<file path="src/rtl/frv_mem_arbiter.sv">
// Two-to-one arbiter sharing one split-transaction memory port between the
// instruction (imem) and data (dmem) interfaces. Grant order is kept in a small
// ID FIFO so responses are routed back in order. A starvation counter gives
// imem priority once it has been blocked by dmem for too long.
module frv_mem_arbiter #(
   parameter int unsigned OUTSTANDING  = 2,
   parameter int unsigned STARVE_LIMIT = 8
) (
   input  logic        g_clk,
   input  logic        g_resetn,

   input  logic        imem_req,
   input  logic        imem_wen,
   input  logic [3:0]  imem_strb,
   input  logic [31:0] imem_wdata,
   input  logic [31:0] imem_addr,
   output logic        imem_gnt,
   output logic        imem_recv,
   input  logic        imem_ack,
   output logic        imem_error,
   output logic [31:0] imem_rdata,

   input  logic        dmem_req,
   input  logic        dmem_wen,
   input  logic [3:0]  dmem_strb,
   input  logic [31:0] dmem_wdata,
   input  logic [31:0] dmem_addr,
   output logic        dmem_gnt,
   output logic        dmem_recv,
   input  logic        dmem_ack,
   output logic        dmem_error,
   output logic [31:0] dmem_rdata,

   output logic        mem_req,
   output logic        mem_wen,
   output logic [3:0]  mem_strb,
   output logic [31:0] mem_wdata,
   output logic [31:0] mem_addr,
   input  logic        mem_gnt,
   input  logic        mem_recv,
   output logic        mem_ack,
   input  logic        mem_error,
   input  logic [31:0] mem_rdata,

   output logic        arb_err
);

   // Storage is sized for the largest legal depth; pointers wrap at OUTSTANDING.
   localparam logic [2:0] FullCnt   = 3'(OUTSTANDING);
   localparam logic [1:0] LastPtr   = 2'(OUTSTANDING - 1);
   localparam logic [7:0] StarveLim = 8'(STARVE_LIMIT);

   logic [3:0] fifo_q, fifo_d;
   logic [1:0] wr_ptr_q, wr_ptr_d;
   logic [1:0] rd_ptr_q, rd_ptr_d;
   logic [2:0] count_q, count_d;
   logic       lock_q, lock_d;
   logic       lock_id_q, lock_id_d;
   logic [7:0] starve_q, starve_d;
   logic       arb_err_q, arb_err_d;

   logic full, has_out, head, sel, sel_req, push, pop, head_ack, stray;

   assign full    = (count_q == FullCnt);
   assign has_out = (count_q != 3'd0);
   assign head    = fifo_q[rd_ptr_q];

   // Requester selection: held lock, then starved imem, then dmem, else imem (0 = imem).
   always_comb begin
      sel = 1'b0;
      if (lock_q) begin
         sel = lock_id_q;
      end else if ((starve_q >= StarveLim) && imem_req) begin
         sel = 1'b0;
      end else begin
         sel = dmem_req;
      end
   end

   assign sel_req   = sel ? dmem_req : imem_req;
   assign mem_req   = sel_req & ~full & g_resetn;
   assign mem_wen   = sel ? dmem_wen   : imem_wen;
   assign mem_strb  = sel ? dmem_strb  : imem_strb;
   assign mem_wdata = sel ? dmem_wdata : imem_wdata;
   assign mem_addr  = sel ? dmem_addr  : imem_addr;

   assign push     = mem_req & mem_gnt;
   assign imem_gnt = push & ~sel;
   assign dmem_gnt = push & sel;

   // Responses go to the FIFO head; with nothing outstanding they are acked and dropped.
   assign head_ack   = head ? dmem_ack : imem_ack;
   assign mem_ack    = g_resetn & (has_out ? head_ack : mem_recv);
   assign imem_recv  = g_resetn & mem_recv & has_out & ~head;
   assign dmem_recv  = g_resetn & mem_recv & has_out & head;
   assign imem_rdata = mem_rdata;
   assign dmem_rdata = mem_rdata;
   assign imem_error = mem_error;
   assign dmem_error = mem_error;

   assign pop   = mem_recv & mem_ack & has_out;
   assign stray = mem_recv & ~has_out & g_resetn;

   assign arb_err = arb_err_q;

   // Next-state for ID FIFO, request lock, starvation counter and error flag.
   always_comb begin
      fifo_d    = fifo_q;
      wr_ptr_d  = wr_ptr_q;
      rd_ptr_d  = rd_ptr_q;
      count_d   = count_q;
      lock_d    = lock_q;
      lock_id_d = lock_id_q;
      starve_d  = 8'd0;
      arb_err_d = arb_err_q | stray;

      if (push) begin
         fifo_d[wr_ptr_q] = sel;
         wr_ptr_d         = (wr_ptr_q == LastPtr) ? 2'd0 : wr_ptr_q + 2'd1;
      end
      if (pop) begin
         rd_ptr_d = (rd_ptr_q == LastPtr) ? 2'd0 : rd_ptr_q + 2'd1;
      end
      unique case ({push, pop})
         2'b10:   count_d = count_q + 3'd1;
         2'b01:   count_d = count_q - 3'd1;
         default: count_d = count_q;
      endcase

      // Hold the presented requester until the memory accepts it.
      if (mem_req) begin
         if (mem_gnt) begin
            lock_d = 1'b0;
         end else begin
            lock_d    = 1'b1;
            lock_id_d = sel;
         end
      end

      if (imem_req && !imem_gnt) begin
         starve_d = (starve_q == 8'hff) ? starve_q : starve_q + 8'd1;
      end
   end

   // State register with asynchronous active-low reset.
   always_ff @(posedge g_clk or negedge g_resetn) begin
      if (!g_resetn) begin
         fifo_q    <= 4'd0;
         wr_ptr_q  <= 2'd0;
         rd_ptr_q  <= 2'd0;
         count_q   <= 3'd0;
         lock_q    <= 1'b0;
         lock_id_q <= 1'b0;
         starve_q  <= 8'd0;
         arb_err_q <= 1'b0;
      end else begin
         fifo_q    <= fifo_d;
         wr_ptr_q  <= wr_ptr_d;
         rd_ptr_q  <= rd_ptr_d;
         count_q   <= count_d;
         lock_q    <= lock_d;
         lock_id_q <= lock_id_d;
         starve_q  <= starve_d;
         arb_err_q <= arb_err_d;
      end
   end

endmodule

</file>
<file path="config.mk">
export PLATFORM = sky130hd
export DESIGN_NAME = frv_mem_arbiter
export DESIGN_NICKNAME = d
export VERILOG_FILES = /design/src/rtl/frv_mem_arbiter.sv
export SDC_FILE = /design/constraint.sdc
export NUM_CORES = 1
export LEC_CHECK = 0
export ABC_AREA = 1
export CAP_MARGIN = 20
export CORE_AREA = 2 2 124 126
export CTS_CLUSTER_DIAMETER = 120
export DETAILED_ROUTE_END_ITERATION = 7
export DIE_AREA = 0 0 126 128
export GPL_TIMING_DRIVEN = 0
export PLACE_DENSITY = 0.67
export SLEW_MARGIN = 30
export SYNTH_ARGS = -nofsm -noshare
export SYNTH_HDL_FRONTEND = slang
export SYNTH_SLANG_ARGS = --single-unit
</file>
<file path="constraint.sdc">
create_clock -name g_clk -period 4.2 [get_ports g_clk]
set_clock_uncertainty 0.15 [all_clocks]
set_input_delay 1.05 -clock g_clk [delete_from_list [all_inputs] [get_ports g_clk]]
set_output_delay 1.05 -clock g_clk [all_outputs]
set_load 0.03 [all_outputs]
</file>
Yosys cells after proc, flatten, opt, wreduce, memory -nomap -nowiden

Index checks and enable logic that the tools add are counted.

Bits in registers: 22
Input bits: 179
Logic and storage cells: 71

Add/sub/neg operators: 5
Order comparisons: 4
Equal/unequal tests: 7
Muxes and demuxes: 20
Bitwise gates (word level): 20
Reduce and logical (&&, ||, !) cells: 7

Operators by type and width:

| operator                                                                            | count |
|---|---|
| 32-bit two-way mux                                                                  | 2 |
| 8-bit two-way mux                                                                   | 2 |
| 1-bit bitwise AND                                                                   | 14 |
| 1-bit two-way mux                                                                   | 9 |
| 8-bit by 1-bit adder with 8-bit output, second input constant                       | 1 |
| 8-bit equality test, second input constant                                          | 1 |
| 8-bit by 4-bit greater-or-equal comparator with 1-bit output, second input constant | 1 |
| 2-bit by 1-bit equality test with 1-bit output, second input constant               | 3 |
| 2-bit by 3-bit less-than comparator with 1-bit output, second input constant        | 2 |
| 3-bit case mux with 2 select lines                                                  | 1 |
| 1-bit inverter                                                                      | 5 |
| 2-bit by 1-bit adder with 2-bit output, second input constant                       | 2 |
| 4-bit bitwise mux                                                                   | 1 |
| 2-bit two-way mux                                                                   | 2 |
| 4-bit two-way mux                                                                   | 1 |
| 3-bit by 1-bit adder with 3-bit output, second input constant                       | 1 |
| 3-bit by 2-bit equality test with 1-bit output, second input constant               | 1 |
| 1-bit logical AND                                                                   | 3 |
| 3-bit nonzero test                                                                  | 1 |
| 3-bit by 1-bit subtractor with 3-bit output, second input constant                  | 1 |
| 1-bit binary-select mux with 2-bit select                                           | 1 |
| 1-bit demux with 2-bit select                                                       | 1 |
| 2-bit equality test, second input constant                                          | 1 |
| 2-bit by 1-bit greater-or-equal comparator with 1-bit output, second input constant | 1 |
| other kinds (5)                                                                     | 5 |

Logic depth before layout (Yosys ltp)

Gate-level depths: netlist of the first run.

Depth after elaboration: 12
Mapped depth: 14
Mapped depth without buffers: 14

Worst setup path before layout of the first run

OpenSTA, ideal clock, no wires.

Kind: input port to output port
Start: input dmem_req
End: output dmem_gnt
Arrival time: 2080 ps
Required time: 3000 ps
Path slack: 920 ps
Stages: 9
Path buffers: 1
Cells stage by stage: inv_1 -> nand3_1 -> nand2_1 -> nor2_1 -> nand2_1 -> nor2_2 -> buf_4 -> inv_1 -> nor2_1

Word-level cells in the longest chain between the ends: 7

RTL lines:

| item                           | line | text |
|---|---|---|
| start: declaration             | 23   | `input logic dmem_req,` |
| 1-bit two-way mux              | 73   | `end else if ((starve_q >= StarveLim) && imem_req) begin` |
| 1-bit two-way mux              | 71   | `if (lock_q) begin` |
| 1-bit two-way mux              | 80   | `assign sel_req = sel ? dmem_req : imem_req;` |
| 1-bit bitwise AND (2 in a row) | 81   | `assign mem_req = sel_req & ~full & g_resetn;` |
| 1-bit bitwise AND              | 87   | `assign push = mem_req & mem_gnt;` |
| 1-bit bitwise AND *            | 89   | `assign dmem_gnt = push & sel;` |
| end: declaration               | 28   | `output logic dmem_gnt,` |

Mark *: on every way between the ends. The rest lies on a longest branch, timed or not.

Worst setup path in the final report of the first run

Start: input imem_req
End: output mem_addr[22]

Word-level cells in the longest chain between the ends: 4

RTL lines:

| item               | line | text |
|---|---|---|
| start: declaration | 12   | `input logic imem_req,` |
| 1-bit logical AND  | 73   |  |
| 1-bit two-way mux  | 73   |  |
| 1-bit two-way mux  | 71   |  |
| 32-bit two-way mux | 85   | `assign mem_addr = sel ? dmem_addr : imem_addr;` |
| end: declaration   | 38   | `output logic [31:0] mem_addr,` |

No other way between the ends.

==> results.cfg, run 1 <==
[timing]
fmax_mhz = 246
min_period_ps = 4070
rsz0062_at_grt = yes
setup_viol = 0
final_min_period_over_clock_period_pct = 97.0
maxSlewHeadroom_pct = 64.4
worst_slack_ps = 128
hold_viol = 0
tightest_slew_ps = 534
drv_slew = 0

[route]
dr.first_iter.drc_count = 148
drc = 0
wirelength_um = 12100
num_vias = 3573
dr.pass1.iters = 4
wl_per_cell_um = 12.9
routed_via_density = 3.80
ant_nets = 0

[finish]
diodes = 0
final_cell_mix = 260 x nand2_1, 215 x clkdlybuf4s50_1, 70 x buf_4
drive_gt1_share_pct = 18.7
fin_nets = 937
multi_input_area_um2 = 1380
fill_cells = 1630
syn_to_final_growth_pct = 115
fin_area_um2 = 5590
final-seq-area_um2 = 551
mostFrequentLayoutCell = nand2_1
postLayoutCoreUtil_pct = 37.6

[floorplanning]
io-pin-count = 321
die_w_um = 126
die-area_um2 = 16100
fp.dieH_um = 128
row_count = 45
core-area_um2 = 14900
start_util_pct = 17.5

[logic_synthesis]
syn_area_per_cell_um2 = 5.66
ys_seq_elements = 22
synth_cell_types = 22
synth_top_cell_by_area = nand2_1
synth_cells = 460
yosys_warnings = 0
synth_nets = 643
synth_top_area_share_pct = 37.5
synth_area_leaders = nand2_1 37%, dfrtp_1 21%, buf_4 20%
synthesis.area_um2 = 2600
ys_seq_area_share_pct = 21.1

[worst_setup_path]
rrSetupSlack_ps = 1780
crit_arrival_ps = 2870
start_kind = input pin
crit_path_end_kind = output port
path_class = input pin to output port
cp_max_fo = 10
cp_common_cell = nand2_1
worstPathRequired_ps = 3000
cp_cell_sequence = clkdlybuf4s50_1, nand2_1, a21oi_4, buf_4, buf_2, nand2_1, nand2_1, dlygate4sd2_1
cp_slowest_cell = clkdlybuf4s50_1
slowest_delay_ps = 520

[pwr]
vdd_drop_max_uv = 191
p_per_area_nw_per_um2 = 465
cellLeakagePower_nw = 2.90

[grt]
gr-usage-all-layers_pct = 13.9
grt_pass1_wl_um = 18000
overflow = 0
grt_start_max_net_pins = 26
antenna_found_initial = 0
grt_pass1_vias = 3391

[clock_network]
clockBufferDepth = 2
cts_tree = done
clockRootBuffer = clkbuf_16
htree_levels = 1
cts_made_buffers = 3
cts.sinks = 22
worstSkewPairLatency_ps = 250
clkTransAtPathRegs_ps = 60

[hold_path]
hold_class = register to register

[place]
dp_hpwl_um = 10600
placed_area_um2 = 5710
gp_congestion = 0.810
place_ws_ps = -407
portBuffers = 287

[run_status]
status = finished, final reports clean

[flow_run]
maxCapViolCount = 0
[layout make-up]
class	instances	area share [%]
plain buffers	81	10.3
well taps	188	4.21
clock inverters	1	0.537
clock buffers	3	1.34
inverters	28	1.88
repair buffers	289	47.2
flip-flops and latches	22	9.85
multi-input cells	329	24.6
[sequential cells by signal, summed over array words and instances, names as in the netlist]
name / flops
fifo_q: 4
starve_q: 8
lock_id_q: 1
wr_ptr_q: 2
rd_ptr_q: 2
count_q: 3
arb_err: 1
lock_q: 1
[per-layer routing]
| layer | track usage (%) | wire length, um |
|---|---|---|
| met1 | 17.6 | 5050 |
| met5 | 0 | 0 |
| met2 | 24.7 | 6050 |
| met3 | 2.96 | 918 |
| met4 | 2.39 | 109 |
[cell families after synthesis]
logic type      synth area share [%]
fa+ha+maj                       2.21
xor+xnor                        1.35
compound gates                  2.93
simple gates                    46.2
buf+inv                         26.1
flops                           21.1
[path summary, 6_finish.rpt]
path	start	endpoint	cells after the start
setup / recovery	imem_req	mem_addr[22]	8
hold / removal	arb_err	arb_err	2
setup reg to reg	rd_ptr_q[0]	count_q[2]	14
hold reg to reg	arb_err	arb_err	2
max in group asynchronous	g_resetn	starve_q[4]	1
min in group asynchronous	g_resetn	starve_q[6]	1
[power breakdown]
| group | switching [mW] | total, mW | internal (mW) |
|---|---|---|---|
| combinational | 1.33 | 2.01 | 0.677 |
| sequential | 0.0556 | 0.326 | 0.270 |
| clock | 0.0735 | 0.263 | 0.189 |
[metrics by stage]
step                      hold slack (ps)  power (mW)  TNS, ps  instances
after floorplan                       291        1.58        0        460
after global placement                300        2.57   -24520        935
after detailed placement              308        2.57   -20270        935
after CTS                             325        2.67        0        941
after global routing                  367        2.81    -1.34        941
final                                 319        2.60        0        941
[repair_timing]
item	CTS	global route
pin swaps	1	0
hold buffers	0	0
resized for setup	73	114
buffers inserted	2	0
setup endpoints to repair	71	67
[critical path, delay by kind of cell]
family / cells / cell delay, ps
buf+inv: 4 / 1340
simple gates: 3 / 250
compound gates: 1 / 210
[Yosys cell counts (all sizes together)]
cell type	n
nand2	262
buf	81
inv	28
nor2	23
dfrtp	22
nand3	17
o21ai	6
a21oi	4
ha	3
nor3	3
nand4	2
xnor2	2
xor2	2
fa	1
nand3b	1
o211ai	1
o21bai	1
or2	1
(Power assumes the default switching activity.)
==> run 2, diff against run 1 <==
CAP_MARGIN = 5   (was 20)
==> results of run 2 <==
Final layout, timing and power as in run 1 (identical DEF).
